### src/rtl/seg_scan_decoder.sv
// Receive-side monitor for a multiplexed 7-segment scan bus: recovers the
// eight displayed characters and publishes them as one frame. Define SEG_DECODE_HEX_EN to accept A-F glyphs.
module seg_scan_decoder #(
    parameter int STABLE_CNT = 16,
    parameter int TIMEOUT    = 200000
) (
    input  logic        clk_100m,
    input  logic        cr,
    input  logic [7:0]  pos,
    input  logic [6:0]  seg,
    output logic [31:0] digits,
    output logic [7:0]  blank_mask,
    output logic [7:0]  err_mask,
    output logic        frame_valid,
    output logic        seg_err,
    output logic        stale
);

    typedef enum logic [1:0] {
        ST_IDLE,
        ST_SETTLE,
        ST_HELD
    } state_e;

    typedef struct packed {
        logic [3:0] nib;
        logic       blank;
        logic       err;
    } dec_t;

    localparam logic [7:0]  STABLE_LAST = 8'(STABLE_CNT - 1);
    localparam logic [19:0] TIMEOUT_V   = 20'(TIMEOUT);

    function automatic dec_t decode(input logic [6:0] pat);
        dec_t r;
        r = '{nib: 4'h0, blank: 1'b0, err: 1'b0};
        case (pat)
            7'h3F: r.nib = 4'h0;
            7'h06: r.nib = 4'h1;
            7'h5B: r.nib = 4'h2;
            7'h4F: r.nib = 4'h3;
            7'h66: r.nib = 4'h4;
            7'h6D: r.nib = 4'h5;
            7'h7D: r.nib = 4'h6;
            7'h07: r.nib = 4'h7;
            7'h7F: r.nib = 4'h8;
            7'h6F: r.nib = 4'h9;
            7'h00: r.blank = 1'b1;
`ifdef SEG_DECODE_HEX_EN
            7'h77: r.nib = 4'hA;
            7'h7C: r.nib = 4'hB;
            7'h39: r.nib = 4'hC;
            7'h5E: r.nib = 4'hD;
            7'h79: r.nib = 4'hE;
            7'h71: r.nib = 4'hF;
`endif
            default: r.err = 1'b1;
        endcase
        return r;
    endfunction

    // Two-flop synchronisers plus the previous synced sample for change detection
    logic [7:0]  pos_meta_q, pos_meta_d;
    logic [7:0]  pos_sync_q, pos_sync_d;
    logic [6:0]  seg_meta_q, seg_meta_d;
    logic [6:0]  seg_sync_q, seg_sync_d;
    logic [7:0]  prev_pos_q, prev_pos_d;
    logic [6:0]  prev_seg_q, prev_seg_d;

    state_e      state_q, state_d;
    logic [7:0]  cnt_q, cnt_d;
    logic [19:0] to_cnt_q, to_cnt_d;

    logic [31:0] work_digits_q, work_digits_d;
    logic [7:0]  work_blank_q, work_blank_d;
    logic [7:0]  work_err_q, work_err_d;
    logic [7:0]  seen_q, seen_d;

    logic [31:0] digits_q, digits_d;
    logic [7:0]  blank_mask_q, blank_mask_d;
    logic [7:0]  err_mask_q, err_mask_d;
    logic        frame_valid_q, frame_valid_d;
    logic        seg_err_q, seg_err_d;

    logic [7:0]  sel;
    logic        pos_ok;
    logic        changed;
    logic        capture;
    dec_t        dec;
    logic [7:0]  seen_base;

    always_comb begin
        sel     = ~pos_sync_q;
        pos_ok  = (sel != 8'h00) && ((sel & (sel - 8'd1)) == 8'h00);
        changed = (pos_sync_q != prev_pos_q) || (seg_sync_q != prev_seg_q);
        dec     = decode(~seg_sync_q);
    end

    always_comb begin
        pos_meta_d = pos;
        pos_sync_d = pos_meta_q;
        seg_meta_d = seg;
        seg_sync_d = seg_meta_q;
        prev_pos_d = pos_sync_q;
        prev_seg_d = seg_sync_q;
    end

    // Stability FSM: a digit is accepted once the same sample has been seen STABLE_CNT times
    always_comb begin
        // NOTE: every output gets a default first so no path leaves a latch behind.
        state_d = state_q;
        cnt_d   = cnt_q;
        capture = 1'b0;
        case (state_q)
            ST_IDLE: begin
                cnt_d = 8'd0;
                if (pos_ok) begin
                    state_d = ST_SETTLE;
                    cnt_d   = 8'd1;
                end
            end
            ST_SETTLE: begin
                if (!pos_ok) begin
                    state_d = ST_IDLE;
                    cnt_d   = 8'd0;
                end else if (changed) begin
                    cnt_d = 8'd1;
                end else if (cnt_q == STABLE_LAST) begin
                    capture = 1'b1;
                    state_d = ST_HELD;
                    cnt_d   = cnt_q + 8'd1;
                end else begin
                    cnt_d = cnt_q + 8'd1;
                end
            end
            ST_HELD: begin
                if (!pos_ok) begin
                    state_d = ST_IDLE;
                    cnt_d   = 8'd0;
                end else if (changed) begin
                    state_d = ST_SETTLE;
                    cnt_d   = 8'd1;
                end
            end
            default: begin
                state_d = ST_IDLE;
                cnt_d   = 8'd0;
            end
        endcase
    end

    always_comb begin
        work_digits_d = work_digits_q;
        work_blank_d  = work_blank_q;
        work_err_d    = work_err_q;
        digits_d      = digits_q;
        blank_mask_d  = blank_mask_q;
        err_mask_d    = err_mask_q;
        frame_valid_d = 1'b0;
        seen_base     = seen_q;

        // Publish the frame using slot contents from before any same-cycle capture
        if (seen_q == 8'hFF) begin
            digits_d      = work_digits_q;
            blank_mask_d  = work_blank_q;
            err_mask_d    = work_err_q;
            frame_valid_d = 1'b1;
            seen_base     = 8'h00;
        end

        for (int i = 0; i < 8; i++) begin
            if (capture && sel[i]) begin
                work_digits_d[4*i +: 4] = dec.nib;
                work_blank_d[i]         = dec.blank;
                work_err_d[i]           = dec.err;
            end
        end
        seen_d = seen_base | (capture ? sel : 8'h00);

        seg_err_d = seg_err_q | (capture & dec.err);

        if (capture) begin
            to_cnt_d = 20'd0;
        end else if (to_cnt_q == TIMEOUT_V) begin
            to_cnt_d = to_cnt_q;
        end else begin
            to_cnt_d = to_cnt_q + 20'd1;
        end
    end

    always_ff @(posedge clk_100m) begin
        // NOTE: state is updated with <= so every flop samples pre-edge values.
        if (cr) begin
            pos_meta_q    <= 8'hFF;
            pos_sync_q    <= 8'hFF;
            seg_meta_q    <= 7'h7F;
            seg_sync_q    <= 7'h7F;
            prev_pos_q    <= 8'hFF;
            prev_seg_q    <= 7'h7F;
            state_q       <= ST_IDLE;
            cnt_q         <= 8'd0;
            to_cnt_q      <= 20'd0;
            // NOTE: working slots are reset too, so a partial frame can never leak out after cr.
            work_digits_q <= 32'h0;
            work_blank_q  <= 8'h00;
            work_err_q    <= 8'h00;
            seen_q        <= 8'h00;
            digits_q      <= 32'h0;
            blank_mask_q  <= 8'h00;
            err_mask_q    <= 8'h00;
            frame_valid_q <= 1'b0;
            seg_err_q     <= 1'b0;
        end else begin
            pos_meta_q    <= pos_meta_d;
            pos_sync_q    <= pos_sync_d;
            seg_meta_q    <= seg_meta_d;
            seg_sync_q    <= seg_sync_d;
            prev_pos_q    <= prev_pos_d;
            prev_seg_q    <= prev_seg_d;
            state_q       <= state_d;
            cnt_q         <= cnt_d;
            to_cnt_q      <= to_cnt_d;
            work_digits_q <= work_digits_d;
            work_blank_q  <= work_blank_d;
            work_err_q    <= work_err_d;
            seen_q        <= seen_d;
            digits_q      <= digits_d;
            blank_mask_q  <= blank_mask_d;
            err_mask_q    <= err_mask_d;
            frame_valid_q <= frame_valid_d;
            seg_err_q     <= seg_err_d;
        end
    end

    assign digits      = digits_q;
    assign blank_mask  = blank_mask_q;
    assign err_mask    = err_mask_q;
    assign frame_valid = frame_valid_q;
    assign seg_err     = seg_err_q;
    assign stale       = (to_cnt_q == TIMEOUT_V);

endmodule
### config.mk
export PLATFORM = sky130hd
export DESIGN_NAME = seg_scan_decoder
export DESIGN_NICKNAME = d
export VERILOG_FILES = /design/src/rtl/seg_scan_decoder.sv
export SDC_FILE = /design/constraint.sdc
export NUM_CORES = 1
export LEC_CHECK = 0
export ABC_CLOCK_PERIOD_IN_PS = 2400
export BUFFER_PORTS_ARGS = -buffer_cell sky130_fd_sc_hd__clkbuf_2
export CAP_MARGIN = 20
export CORE_ASPECT_RATIO = 0.75
export CORE_MARGIN = 5
export CORE_UTILIZATION = 55
export CTS_BUF_LIST = sky130_fd_sc_hd__clkbuf_8
export DETAILED_ROUTE_END_ITERATION = 10
export MAX_ROUTING_LAYER = met4
export PLACE_DENSITY_LB_ADDON = 0.05
export SLEW_MARGIN = 20
export SYNTH_ARGS = -nofsm -noshare
export SYNTH_HDL_FRONTEND = slang
export SYNTH_SLANG_ARGS = --single-unit
### constraint.sdc
create_clock -name clk_100m -period 2.4 [get_ports clk_100m]
set_input_delay 0.48 -clock clk_100m [delete_from_list [all_inputs] [get_ports clk_100m]]
set_output_delay 0.48 -clock clk_100m [all_outputs]
set_load 0.02 [all_outputs]
==> results.toml, run 1 <==
[final_layout]
drive_above_1_share_pct = 22.7
final_cells = 981
area_growth_pct = 12.1
layout.cells.most_common = "dfxtp_1"
nets = 818
final_core_util_pct = 62.2
mostFrequentLayoutCells = "dfxtp_1, nand2_1, clkbuf_2"
n_antenna_cell = 0

[synth]
netlist_area_um2 = 7120
synth_area_leaders = "dfxtp_1, mux2i_1, nand2_1"
synth.top_cell.area_share_pct = 50.9
synth_top_area_cell = "dfxtp_1"
yosys_most_used_dff = "dfxtp_1"
yosysSeqAreaShare_pct = 50.9
ys_warn_count = 0
synth_nets = 767
synth-async-reset-ratio_pct = 0
syn_avg_cell_area_um2 = 9.53
synth.distinct_cells = 56
synthCells = 747
synth-edff-count = 0
synth_seq_cells = 181

[timing]
finalSetupViolCount = 0
slew_headroom_pct = 45.4
tns_ps = 0
rsz0062_at_grt = "no"
fmax_ghz = 0.432
worst_slew_pin_slew_ps = 813
finalClockSkew_ps = 10.3
hold_violations = 0
period_needed_ps = 2320
slew_viol_final = 0
post-route-period-util_pct = 96.5

[critical_path]
slowest_delay_ps = 350
required_ps = 1920
worst_ep_arrival_time_ps = 1840
crit_slowest_cell = "dfxtp_1"
crit_start = "to_cnt_q[9]"
endpoint_kind = "output port"
regToRegStartpoint = "pos_sync_q[7]"
critPathMostFrequentCell = "nor4b_2"
worstPathMaxFanout = 3
cp_top_family = "simple AND/OR/NAND/NOR gates"
path_buf_inv = 2
crit_chain = "nor4b_2 -> nand4_1 -> nor4b_2 -> buf_4 -> clkbuf_2"
crit_path_start_kind = "register"
critPathKind = "reg -> out"

[placed_design]
port_buffers = 67
gp_congestion = 0.801
dp_cells = 948
hpwl_um = 9340

[detailed_routing]
via_per_inst = 5.11
wl_per_cell_um = 14.2
wl_met1_um = 6960
drt_wl_total_um = 13900
dr.pass1.iters = 5
first_iter_violations = 189
vias = 5017
met3WireLength_um = 527
route.detailed.drc = 0
wl_met2_um = 6230
top_layer = "met4"
ant_nets = 0

[power_and_ir_drop]
peakVddDrop_uv = 426
power_density_nw_per_um2 = 664
leakage_nw = 3.33

[die]
die_h_um = 109
io-pin-count = 68
die_area_um2 = 15300
die_w_um = 141
fp.coreArea_um2 = 12800
rows = 36
start_util_pct = 55.4

[cts]
clockRootBuffer = "clkbuf_8"
cts_tree = "yes"
hold_buffers = 0
clk_pin_slew_ps = 80
worstSkewPairLatency_ps = 460
clkSinkCount = 181
cts_buffer_depth = 2
cts_buffers = 17
cts_max_level = 4

[run_status]
status = "finished clean"

[grt]
grtUsageTotal_pct = 19.8
grt_max_degree = 109
antenna_found_initial = 0
grt-ovfl-total = 0
grt_pass1_wl_um = 23500
grt_pass1_vias = 4872

[run]
drv_cap = 0

[min_path]
hold_path.class = "in -> reg"
hold_start = "pos[2]"
==> cell type report <==
| type | count | area (µm²) |
|---|---|---|
| sequential | 181 | 3630 |
| clock buffer | 22 | 303 |
| tap | 171 | 214 |
| multi-input combinational | 514 | 3280 |
| fill | 1083 | 4860 |
| timing repair buffer | 78 | 458 |
| inverter | 6 | 22.5 |
| clock inverter | 9 | 77.6 |
==> per-stage QoR <==
step	power (mW)	cell area, µm²	hold slack, ps	setup WS (ps)
2_1_floorplan	3.35	7120	389	91.2
3_3_place_gp	3.39	7550	393	335
6_report	5.30	7980	200	84.9
4_1_cts	5.34	7960	163	15.9
5_1_grt	5.51	7980	166	4.97
3_5_place_dp	3.40	7550	394	290
==> Yosys cell counts (2+ instances only) <==
library cell	count
buf_6	4
nor2_1	44
xnor2_2	3
mux2i_1	49
ha_1	3
xnor2_1	25
nor3_1	7
o21bai_1	3
and4_1	4
nand4b_1	3
nand4_2	3
nor4b_1	3
nor2b_1	5
clkbuf_1	34
o211ai_1	2
nand3_1	16
and3_1	4
a22oi_1	3
a21oi_1	63
or2_2	47
o21ai_0	8
xor2_1	7
dfxtp_1	181
a211oi_1	2
nand4_1	14
buf_1	3
inv_1	6
nand2_1	113
buf_2	4
a31oi_1	3
nand2b_1	51
nand4b_4	6
==> worst paths after layout <==
kind | slack (ps) | cells after the start | to
worst min-delay path | 200 | 2 | pos_meta_q[2]
worst min register to register | 410 | 1 | pos_sync_q[7]
worst max register to register | 310 | 6 | to_cnt_q[4]
worst max-delay path | 80 | 5 | stale
==> cell families (layout without fill, tap and decap cells) <==
| kind of cell | Yosys count | in the layout | share of synthesized area [%] |
|---|---|---|---|
| compound gates | 92 | 92 | 7.23 |
| xor+xnor | 35 | 35 | 4.62 |
| fa+ha+maj | 3 | 3 | 0.527 |
| buf+inv | 52 | 115 | 3.39 |
| flops | 181 | 181 | 50.9 |
| mux | 49 | 49 | 6.89 |
| simple gates | 335 | 335 | 26.4 |
==> what timing repair did <==
action / 4_1_cts / 5_1_grt
resized for setup: 4 / 2
endpoints found under the setup margin: 1 / 1
pin swaps: 2 / 2
buffers inserted: 1 / 0
==> routing by layer <==
layer / track usage [%] / vias to the layer above
met5: - / -
met4: 7.26 / 0
met3: 4.42 / 17
met2: 29.3 / 75
met1: 26.7 / 2335
li1: - / 2590
==> worst reg2reg max path, cell delays in order, from the launching register on <==
cell     delay (ps)
dfxtp_1         510
xnor2_1         240
nand4_2         180
nor4_4          140
buf_4           330
a31o_2          470
nor2_1          110
==> where the power goes <==
part	internal, mW	switching (mW)	leakage [nW]
clock	0.946	1.02	0.203
sequential	3.04	0.0383	1.47
combinational	0.111	0.138	1.65
Note: power is estimated with default switching activity, not from simulation.
==> inputs of run 2 (changes only) <==
- CORE_ASPECT_RATIO: 0.75 -> unset
- SETUP_SLACK_MARGIN: unset -> 0.4
==> run 2 against run 1 <==
  * Final area is 2.1% higher
  * Total power is 1.5% higher
  * Worst hold slack worse by 0.66 ps
  * First-iteration DRC count is 100% higher
  * Via count is 3.0% higher
  * Final cell count is 0.92% higher
  * Register-to-register slack better by 130 ps
  * Worst setup slack better by 150 ps
  * Fmax is 6.7% higher
==> results.toml, run 2 (synthesized netlist as in run 1, its figures left out) <==
[run_status]
status = "finished clean"

[power_and_ir_drop]
power_density_nw_per_um2 = 660
peakVddDrop_uv = 515
leakage_nw = 3.38
power_mw = 5.38

[critical_path]
worstPathMaxFanout = 2
rrSetupSlack_ps = 440
crit_path_start_kind = "register"
worst_ep_arrival_time_ps = 1690
timing.rr.end = "work_digits_q[12]"
critPathKind = "reg -> out"
endpoint_kind = "output port"
crit_start = "to_cnt_q[7]"
crit_end = "stale"
required_ps = 1920
worstRegToRegCells = 5
regToRegStartpoint = "cnt_q[5]"

[cts]
cts_tree = "yes"
cts_max_level = 4
clk_pin_slew_ps = 90
clkSinkCount = 181
worstSkewPairLatency_ps = 450
clockRootBuffer = "clkbuf_8"
hold_buffers = 0
cts_buffer_depth = 2
cts_buffers = 17

[timing]
period_needed_ps = 2170
slew_headroom_pct = 28.3
tns_ps = 0
worst_slew_pin_slew_ps = 1070
hold_violations = 0
rsz0062_at_grt = "yes"
fmax_ghz = 0.461
post-route-period-util_pct = 90.4
finalClockSkew_ps = 7.68
slew_viol_final = 0
finalSetupViolCount = 0

[detailed_routing]
dr.pass1.iters = 5
ant_nets = 0
drt_wl_total_um = 14200
vias = 5168
route.detailed.drc = 0
wl_per_cell_um = 14.3
via_per_inst = 5.22
first_iter_violations = 379

[final_layout]
drive_above_1_share_pct = 25.9
n_antenna_cell = 0
nets = 825
layout.cells.most_common = "dfxtp_1"
mostFrequentLayoutCells = "dfxtp_1, nand2_1, clkbuf_2"
area_growth_pct = 14.5

[min_path]
hold_path.class = "in -> reg"

[run]
drv_cap = 0

[placed_design]
gp_congestion = 0.834
hpwl_um = 9370
port_buffers = 67

[die]
start_util_pct = 56.2
die_h_um = 124
io-pin-count = 68
rows = 41
fp.coreArea_um2 = 12700
die_w_um = 124
die_area_um2 = 15300

[grt]
antenna_found_initial = 0
grt_max_degree = 58
grt_pass1_vias = 4696
grt_pass1_wl_um = 23100
grtUsageTotal_pct = 19.7
grt-ovfl-total = 0
run 2: changes by cell type in the layout (fill, tap and decap cells not counted), moves of 2 or more:
cell and change:
buf_4 +7, clkinv_4 +3, dfxtp_4 +3, clkbuf_8 -3
dfxtp_1 -15, clkinv_2 -2, dfxtp_2 +12
run 2: per-layer routing:
metal	vias up	share of wire, %	track usage, %
met4	0	1.1	6.02
met5	-	0	-
li1	2615	-	-
met2	105	47	29.9
met3	15	4.4	5.59
met1	2433	48	25.7
run 2: critical path, stage by stage, from the launching register on:
cell and delay, ps:
dfxtp_4 350, nor4b_2 270, nand4_1 180, nor4b_4 250, buf_4 180
run 2: area by class of cell:
class | instances | area (µm²)
Multi-Input combinational cell | 514 | 3330
Tap cell | 172 | 215
Clock buffer | 19 | 262
Fill cell | 1104 | 4520
Clock inverter | 13 | 135
Sequential cell | 181 | 3650
Inverter | 6 | 22.5
Timing Repair Buffer | 85 | 531
run 2: report_power, final:
part,internal [mW],switching [mW]
Clock,0.976,1.05
Combinational,0.131,0.145
Sequential,3.04,0.0425
run 2: worst min-delay path by stage:
stage | start | end | slack (ps) | cells past startpoint
final | seg[4] | seg_meta_q[4] | 200 | 2
after CTS | seg[1] | seg_meta_q[1] | 170 | 2
after global routing | seg[4] | seg_meta_q[4] | 160 | 2
after detailed placement | seg_meta_q[3] | prev_seg_d[3] | 390 | 1
after global placement | seg_meta_q[1] | prev_seg_d[1] | 390 | 1
after floorplan | pos_meta_q[0] | pos_sync_q[0] | 390 | 1
run 2: through the flow:
step,worst slack (ps),hold slack [ps],area (µm²),utilization [%],cells
detailed placement,262,393,7570,59.7,949
CTS,179,169,8040,63.5,984
global placement,285,395,7570,59.7,949
floorplan,420,389,7120,-,747
finish,231,199,8150,64.3,990
global route,94.5,157,8150,64.3,990
run 2: what timing repair did:
action	in CTS	in global routing
gates resized for setup	15	20
pin swaps	4	3
setup buffers	3	5
endpoints found under the setup margin	51	58
gates cloned	0	1
